## src/rtl/sccb_pkg.sv

```systemverilog
// Shared types and constants for the SCCB responder.
package sccb_pkg;

  typedef enum logic [3:0] {
    ST_IDLE,
    ST_DEV_ADDR,
    ST_ACK_DEV,
    ST_SUB_HI,
    ST_ACK_HI,
    ST_SUB_LO,
    ST_ACK_LO,
    ST_WR_DATA,
    ST_ACK_WR,
    ST_RD_DATA,
    ST_RD_ACK,
    ST_IGNORE
  } sccb_state_t;

  localparam logic SCCB_DIR_WRITE = 1'b0;
  localparam logic SCCB_DIR_READ  = 1'b1;
  localparam int   SCCB_SUBADDR_W = 16;
  localparam int   SCCB_BYTE_BITS = 8;

endpackage

```

## src/rtl/sccb_sync_edge.sv

```systemverilog
// Multi-flop synchroniser with a one-flop edge detector for an SCCB line.
module sccb_sync_edge #(
  parameter int SYNC_STAGES = 2
) (
  input  logic clk,
  input  logic reset,
  input  logic raw,
  output logic level,
  output logic rise,
  output logic fall
);

  logic [SYNC_STAGES-1:0] sync_q;
  logic                   prev_q;

  // Reset to the idle-high bus level so no phantom edge follows reset.
  always_ff @(posedge clk) begin
    if (reset) begin
      sync_q <= '1;
      prev_q <= 1'b1;
    end else begin
      sync_q <= {sync_q[SYNC_STAGES-2:0], raw};
      prev_q <= sync_q[SYNC_STAGES-1];
    end
  end

  assign level = sync_q[SYNC_STAGES-1];
  assign rise  = level & ~prev_q;
  assign fall  = ~level & prev_q;

endmodule

```

## src/rtl/sccb_slave.sv

```systemverilog
// SCCB responder with a synchronous register-file port.
// Optional: define SCCB_SLAVE_ACK_DRIVE_EN to drive an I2C-style ACK on the 9th bit of written bytes.
module sccb_slave
  import sccb_pkg::*;
#(
  parameter logic [6:0] DEV_ADDR    = 7'h1C,
  parameter int         SYNC_STAGES = 2
) (
  input  logic                      clk,
  input  logic                      reset,
  input  logic                      sio_c,
  input  logic                      sio_d_in,
  output logic                      sio_d_oe,
  output logic [SCCB_SUBADDR_W-1:0] reg_addr,
  output logic [7:0]                reg_wdata,
  output logic                      reg_we,
  input  logic [7:0]                reg_rdata,
  output logic                      busy
);

`ifdef SCCB_SLAVE_ACK_DRIVE_EN
  localparam logic ACK_DRIVE = 1'b1;
`else
  localparam logic ACK_DRIVE = 1'b0;
`endif

  logic scl, scl_rise, scl_fall, sda, sda_rise, sda_fall;
  logic start, stop, last_bit;

  sccb_state_t state, state_n;
  logic [2:0]  bit_cnt, bit_cnt_n;
  logic [7:0]  shift, shift_n, tx, tx_n, sub_hi, sub_hi_n, byte_in;
  logic        dir, dir_n;
  logic [SCCB_SUBADDR_W-1:0] addr_n;
  logic [7:0]  wdata_n;
  logic        we_n, oe_n, busy_n;

  sccb_sync_edge #(.SYNC_STAGES(SYNC_STAGES)) u_sync_c (
    .clk(clk), .reset(reset), .raw(sio_c), .level(scl), .rise(scl_rise), .fall(scl_fall)
  );
  sccb_sync_edge #(.SYNC_STAGES(SYNC_STAGES)) u_sync_d (
    .clk(clk), .reset(reset), .raw(sio_d_in), .level(sda), .rise(sda_rise), .fall(sda_fall)
  );

  assign start    = sda_fall & scl;
  assign stop     = sda_rise & scl;
  assign last_bit = (bit_cnt == 3'(SCCB_BYTE_BITS - 1));
  assign byte_in  = {shift[6:0], sda};

  always_comb begin
    state_n   = state;
    bit_cnt_n = bit_cnt;
    shift_n   = shift;
    tx_n      = tx;
    sub_hi_n  = sub_hi;
    dir_n     = dir;
    addr_n    = reg_addr;
    wdata_n   = reg_wdata;
    we_n      = 1'b0;
    oe_n      = sio_d_oe;
    busy_n    = busy;
    // Bus conditions take priority over any bit activity in the same cycle.
    if (start) begin
      state_n   = ST_DEV_ADDR;
      bit_cnt_n = '0;
      oe_n      = 1'b0;
      busy_n    = 1'b1;
    end else if (stop) begin
      state_n   = ST_IDLE;
      bit_cnt_n = '0;
      oe_n      = 1'b0;
      busy_n    = 1'b0;
    end else begin
      case (state)
        ST_DEV_ADDR, ST_SUB_HI, ST_SUB_LO, ST_WR_DATA: begin
          if (scl_rise) begin
            shift_n   = byte_in;
            bit_cnt_n = bit_cnt + 3'd1;
            if (last_bit) begin
              case (state)
                ST_DEV_ADDR: begin
                  dir_n   = byte_in[0];
                  state_n = (byte_in[7:1] == DEV_ADDR) ? ST_ACK_DEV : ST_IGNORE;
                end
                ST_SUB_HI: begin
                  sub_hi_n = byte_in;
                  state_n  = ST_ACK_HI;
                end
                ST_SUB_LO: begin
                  addr_n  = {sub_hi, byte_in};
                  state_n = ST_ACK_LO;
                end
                default: begin
                  wdata_n = byte_in;
                  we_n    = 1'b1;
                  state_n = ST_ACK_WR;
                end
              endcase
            end
          end
        end
        // bit_cnt 0 waits for the 8th falling edge, 1 waits for the 9th.
        ST_ACK_DEV, ST_ACK_HI, ST_ACK_LO, ST_ACK_WR: begin
          if (scl_fall) begin
            if (bit_cnt == 3'd0) begin
              bit_cnt_n = 3'd1;
              oe_n      = ACK_DRIVE;
            end else begin
              bit_cnt_n = '0;
              oe_n      = 1'b0;
              case (state)
                ST_ACK_DEV: begin
                  if (dir == SCCB_DIR_READ) begin
                    state_n = ST_RD_DATA;
                    oe_n    = ~reg_rdata[7];
                    tx_n    = {reg_rdata[6:0], 1'b0};
                  end else begin
                    state_n = ST_SUB_HI;
                  end
                end
                ST_ACK_HI: state_n = ST_SUB_LO;
                ST_ACK_LO: state_n = ST_WR_DATA;
                default: begin
                  state_n = ST_WR_DATA;
                  addr_n  = reg_addr + 1'b1;
                end
              endcase
            end
          end
        end
        // Bit 7 is already on the bus at entry; each fall shifts the next out.
        ST_RD_DATA: begin
          if (scl_fall) begin
            if (last_bit) begin
              oe_n      = 1'b0;
              bit_cnt_n = '0;
              state_n   = ST_RD_ACK;
            end else begin
              oe_n      = ~tx[7];
              tx_n      = {tx[6:0], 1'b0};
              bit_cnt_n = bit_cnt + 3'd1;
            end
          end
        end
        ST_RD_ACK: begin
          if (scl_rise) begin
            if (sda) begin
              state_n = ST_IGNORE;
            end else begin
              addr_n    = reg_addr + 1'b1;
              bit_cnt_n = 3'd1;
            end
          end else if (scl_fall && bit_cnt == 3'd1) begin
            bit_cnt_n = '0;
            oe_n      = ~reg_rdata[7];
            tx_n      = {reg_rdata[6:0], 1'b0};
            state_n   = ST_RD_DATA;
          end
        end
        default: ;
      endcase
    end
  end

  always_ff @(posedge clk) begin
    if (reset) begin
      state     <= ST_IDLE;
      bit_cnt   <= '0;
      dir       <= SCCB_DIR_WRITE;
      reg_addr  <= '0;
      reg_wdata <= '0;
      reg_we    <= 1'b0;
      sio_d_oe  <= 1'b0;
      busy      <= 1'b0;
    end else begin
      state     <= state_n;
      bit_cnt   <= bit_cnt_n;
      dir       <= dir_n;
      reg_addr  <= addr_n;
      reg_wdata <= wdata_n;
      reg_we    <= we_n;
      sio_d_oe  <= oe_n;
      busy      <= busy_n;
    end
  end

  always_ff @(posedge clk) begin
    shift  <= shift_n;
    tx     <= tx_n;
    sub_hi <= sub_hi_n;
  end

endmodule

```

## config.mk

```make
export PLATFORM = sky130hd
export DESIGN_NAME = sccb_slave
export DESIGN_NICKNAME = d
export VERILOG_FILES = /design/src/rtl/sccb_pkg.sv /design/src/rtl/sccb_sync_edge.sv /design/src/rtl/sccb_slave.sv
export SDC_FILE = /design/constraint.sdc
export NUM_CORES = 1
export LEC_CHECK = 0
export ABC_AREA = 1
export CORE_MARGIN = 2
export CORE_UTILIZATION = 50
export CTS_CLUSTER_SIZE = 30
export DETAILED_ROUTE_END_ITERATION = 7
export PLACE_DENSITY = 0.84
export SYNTH_ARGS = -nofsm -noshare
export SYNTH_HDL_FRONTEND = slang
export SYNTH_SLANG_ARGS = --single-unit
```

## constraint.sdc

```tcl
create_clock -name clk -period 2.1 [get_ports clk]
set_clock_uncertainty 0.05 [all_clocks]
set_input_delay 0.42 -clock clk [delete_from_list [all_inputs] [get_ports clk]]
set_output_delay 0.42 -clock clk [all_outputs]
set_load 0.01 [all_outputs]
```

==> flow_summary.json <==
{
  "dpl-instance-area_mm2": 0.00373,
  "hold_viol": 0,
  "hold_class": "reg2reg",
  "synth_warnings": 0,
  "finalInstanceArea_mm2": 0.00396,
  "via_count": 3036,
  "rsz0062_at_grt": "true",
  "num_rows": 29,
  "use_met2": 0.349,
  "drtIter0Drc": 280,
  "grt_max_degree": 21,
  "synth_top_family_by_area": "simple AND/OR/NAND/NOR gates",
  "grtUsageTotal": 0.227,
  "grt_overflow": 0,
  "cts_root_buf": "clkbuf_8",
  "setup_viol": 0,
  "antenna_found_initial": 0,
  "final-max-slew-violation-count": 0,
  "wirelength_um": 7560,
  "power_density_mw_per_mm2": 1390,
  "crit_path_start_kind": "register",
  "cts.hold.buffers_added": 0,
  "dieArea_mm2": 0.00703,
  "synth_cell_types": 30,
  "syn_nets": 453,
  "antenna_left": 0,
  "synth_compound_area_frac": 0.0930,
  "die_w_um": 83.9,
  "io-pin-count": 39,
  "p_comb_frac": 0.475,
  "yosys.area_share.simple": 0.343,
  "final_cells": 571,
  "synth_cells": 436,
  "hp-start": "u_sync_d.sync_q[0]",
  "avgSynthCellArea_um2": 7.31,
  "r2r-start": "state[3]",
  "worstSetupPathType": "reg2reg",
  "dp.cells": 555,
  "synth-adder-area-share": 0.0196,
  "clock.fmax_mhz": 515,
  "cts.repair.resized": 0,
  "grt_pass1_wl_um": 13000,
  "gp_congestion": 0.922,
  "muxShareOfSynthArea": 0,
  "grt_pass1_vias": 2832,
  "finalCriticalPeriod_ns": 1.94,
  "final_cell_mix": "nand2_1 (135), nor2_1 (65), dfxtp_1 (41)",
  "port_buffers": 38,
  "synth-seq-area-share": 0.464,
  "post_cts_buffers": 0,
  "htree_levels": 3,
  "power_switching_mw": 2.35,
  "met3_usage": 0.0524,
  "worstSetupStartpoint": "state[3]",
  "crit_required_ns": 2.28,
  "path_max_fanout": 13,
  "clk_pin_slew_ns": 0.07,
  "totalPowerFinal_mw": 5.50,
  "diodes": 0,
  "switching_share": 0.428,
  "finalCritPeriodShare": 0.924,
  "synth_area_mm2": 0.00319,
  "initial_core_util": 0.511,
  "drc": 0,
  "cp-end-kind": "register",
  "grt.busiest_layer": "met2",
  "drt-pass1-iter-count": 5,
  "cts_buffer_depth": 2,
  "worstSkewPairLatency_ns": 0.34,
  "core_area_mm2": 0.00624,
  "wl_per_cell_um": 13.2,
  "cts_buffers": 9,
  "synthXorXnorAreaFrac": 0.0165,
  "clock_power_share": 0.213,
  "power_frac_seq": 0.311,
  "avgViaCountPerCell": 5.32,
  "holdWs_ns": 0.360,
  "fin_nets": 506,
  "status": "finished clean",
  "dp.final_hpwl_um": 5470,
  "cp_data_arrival_time_ns": 2.12,
  "layout_commonest_cell": "nand2_1",
  "worstMarginPinSlew_ns": 0.469,
  "use_met1": 0.313,
  "slew_headroom": 0.685,
  "ir_drop_mv": 0.795,
  "synthToLayoutAreaGrowth_pct": 24.0,
  "power.internal_mw": 3.14,
  "drive_gt1_frac": 0.119,
  "synth-seq-cells": 63,
  "p_leak_nw": 1.63,
  "cts_tree": "built",
  "die_h_um": 83.9,
  "max_cap_viol_count": 0,
  "cts_sinks": 63
}
power groups by stage:
stage	Clock, mW	Sequential (mW)	Combinational (mW)
2_1_floorplan	0	1.74	1.84
3_3_place_gp	0	1.72	2.49
3_5_place_dp	0	1.73	2.56
4_1_cts	1.19	1.71	2.58
5_1_grt	1.25	1.74	2.93
6_report	1.17	1.71	2.61
final timing paths:
path                                           end  slack (ns)  cells past startpoint
worst min register to register  u_sync_d.sync_q[1]        0.36                      1
worst max register to register         reg_addr[0]        0.16                      9
worst max-delay path                   reg_addr[0]        0.16                      9
worst min-delay path            u_sync_d.sync_q[1]        0.36                      1
layer usage:
metal | part of all wire | vias up
met5 | 0 | -
met4 | 0.024 | 0
met1 | 0.45 | 1371
met3 | 0.068 | 21
li1 | - | 1514
met2 | 0.46 | 130
state kept, by name (all words and copies together) (netlist names):
name             cells
busy                 1
reg_we               1
reg_wdata            8
u_sync_d.prev_q      1
u_sync_c.sync_q      2
state                4
dir                  1
tx                   7
sub_hi               8
u_sync_c.prev_q      1
bit_cnt              3
u_sync_d.sync_q      2
reg_addr            16
sio_d_oe             1
shift                7
synth_stat cells, drive strengths merged:
master | count | area (um^2)
nand4 | 6 | 37.5
or2 | 5 | 31.3
a21oi | 19 | 95.1
nand3 | 23 | 115
o22ai | 1 | 6.26
nand3b | 2 | 18.8
inv | 38 | 143
edfxtp | 22 | 661
nand2 | 141 | 544
nor3b | 1 | 7.51
ha | 5 | 62.6
o2111ai | 2 | 17.5
nor2 | 73 | 304
o211ai | 2 | 15.0
clkbuf | 3 | 11.3
nor4 | 1 | 6.26
xnor2 | 2 | 17.5
buf | 7 | 47.5
xor2 | 4 | 35.0
nor3 | 6 | 30.0
a21boi | 1 | 7.51
o21ai | 31 | 155
dfxtp | 41 | 821
layout make-up:
type                    instances  area [um^2]
clock buffers                  10          138
multi-input cells             325         1520
well taps                      77         96.3
clock inverters                 6         83.8
fillers                       552         2280
flip-flops and latches         63         1480
repair buffers                 52          498
inverters                      38          143
worst max-delay path: stages, from the launching register on:
cell and delay (ns):
dfxtp_1 0.44, nand2_2 0.12, nor2_1 0.34, nor2_1 0.11, nand2_1 0.10, nand3b_2 0.09
nor2_4 0.22, inv_2 0.16, nor2_1 0.14, nor2_1 0.06
cells by family (layout without fill, tap and decap cells):
logic type | count (synthesis) | count (layout)
buffers and inverters | 48 | 106
and+or+nand+nor | 258 | 258
xor gates and xnor gates | 6 | 6
DFF | 63 | 63
AOI/OAI and AO/OA | 56 | 56
adders and majority gates | 5 | 5
stage by stage:
step	utilization	setup slack [ns]	setup TNS, ns
2_1_floorplan	-	0.179	0
3_3_place_gp	0.598	0.268	0
3_5_place_dp	0.598	0.224	0
4_1_cts	0.633	0.191	0
5_1_grt	0.634	-0.0249	-0.0378
6_report	0.634	0.159	0
No activity file was read; power rests on OpenSTA's default activity.
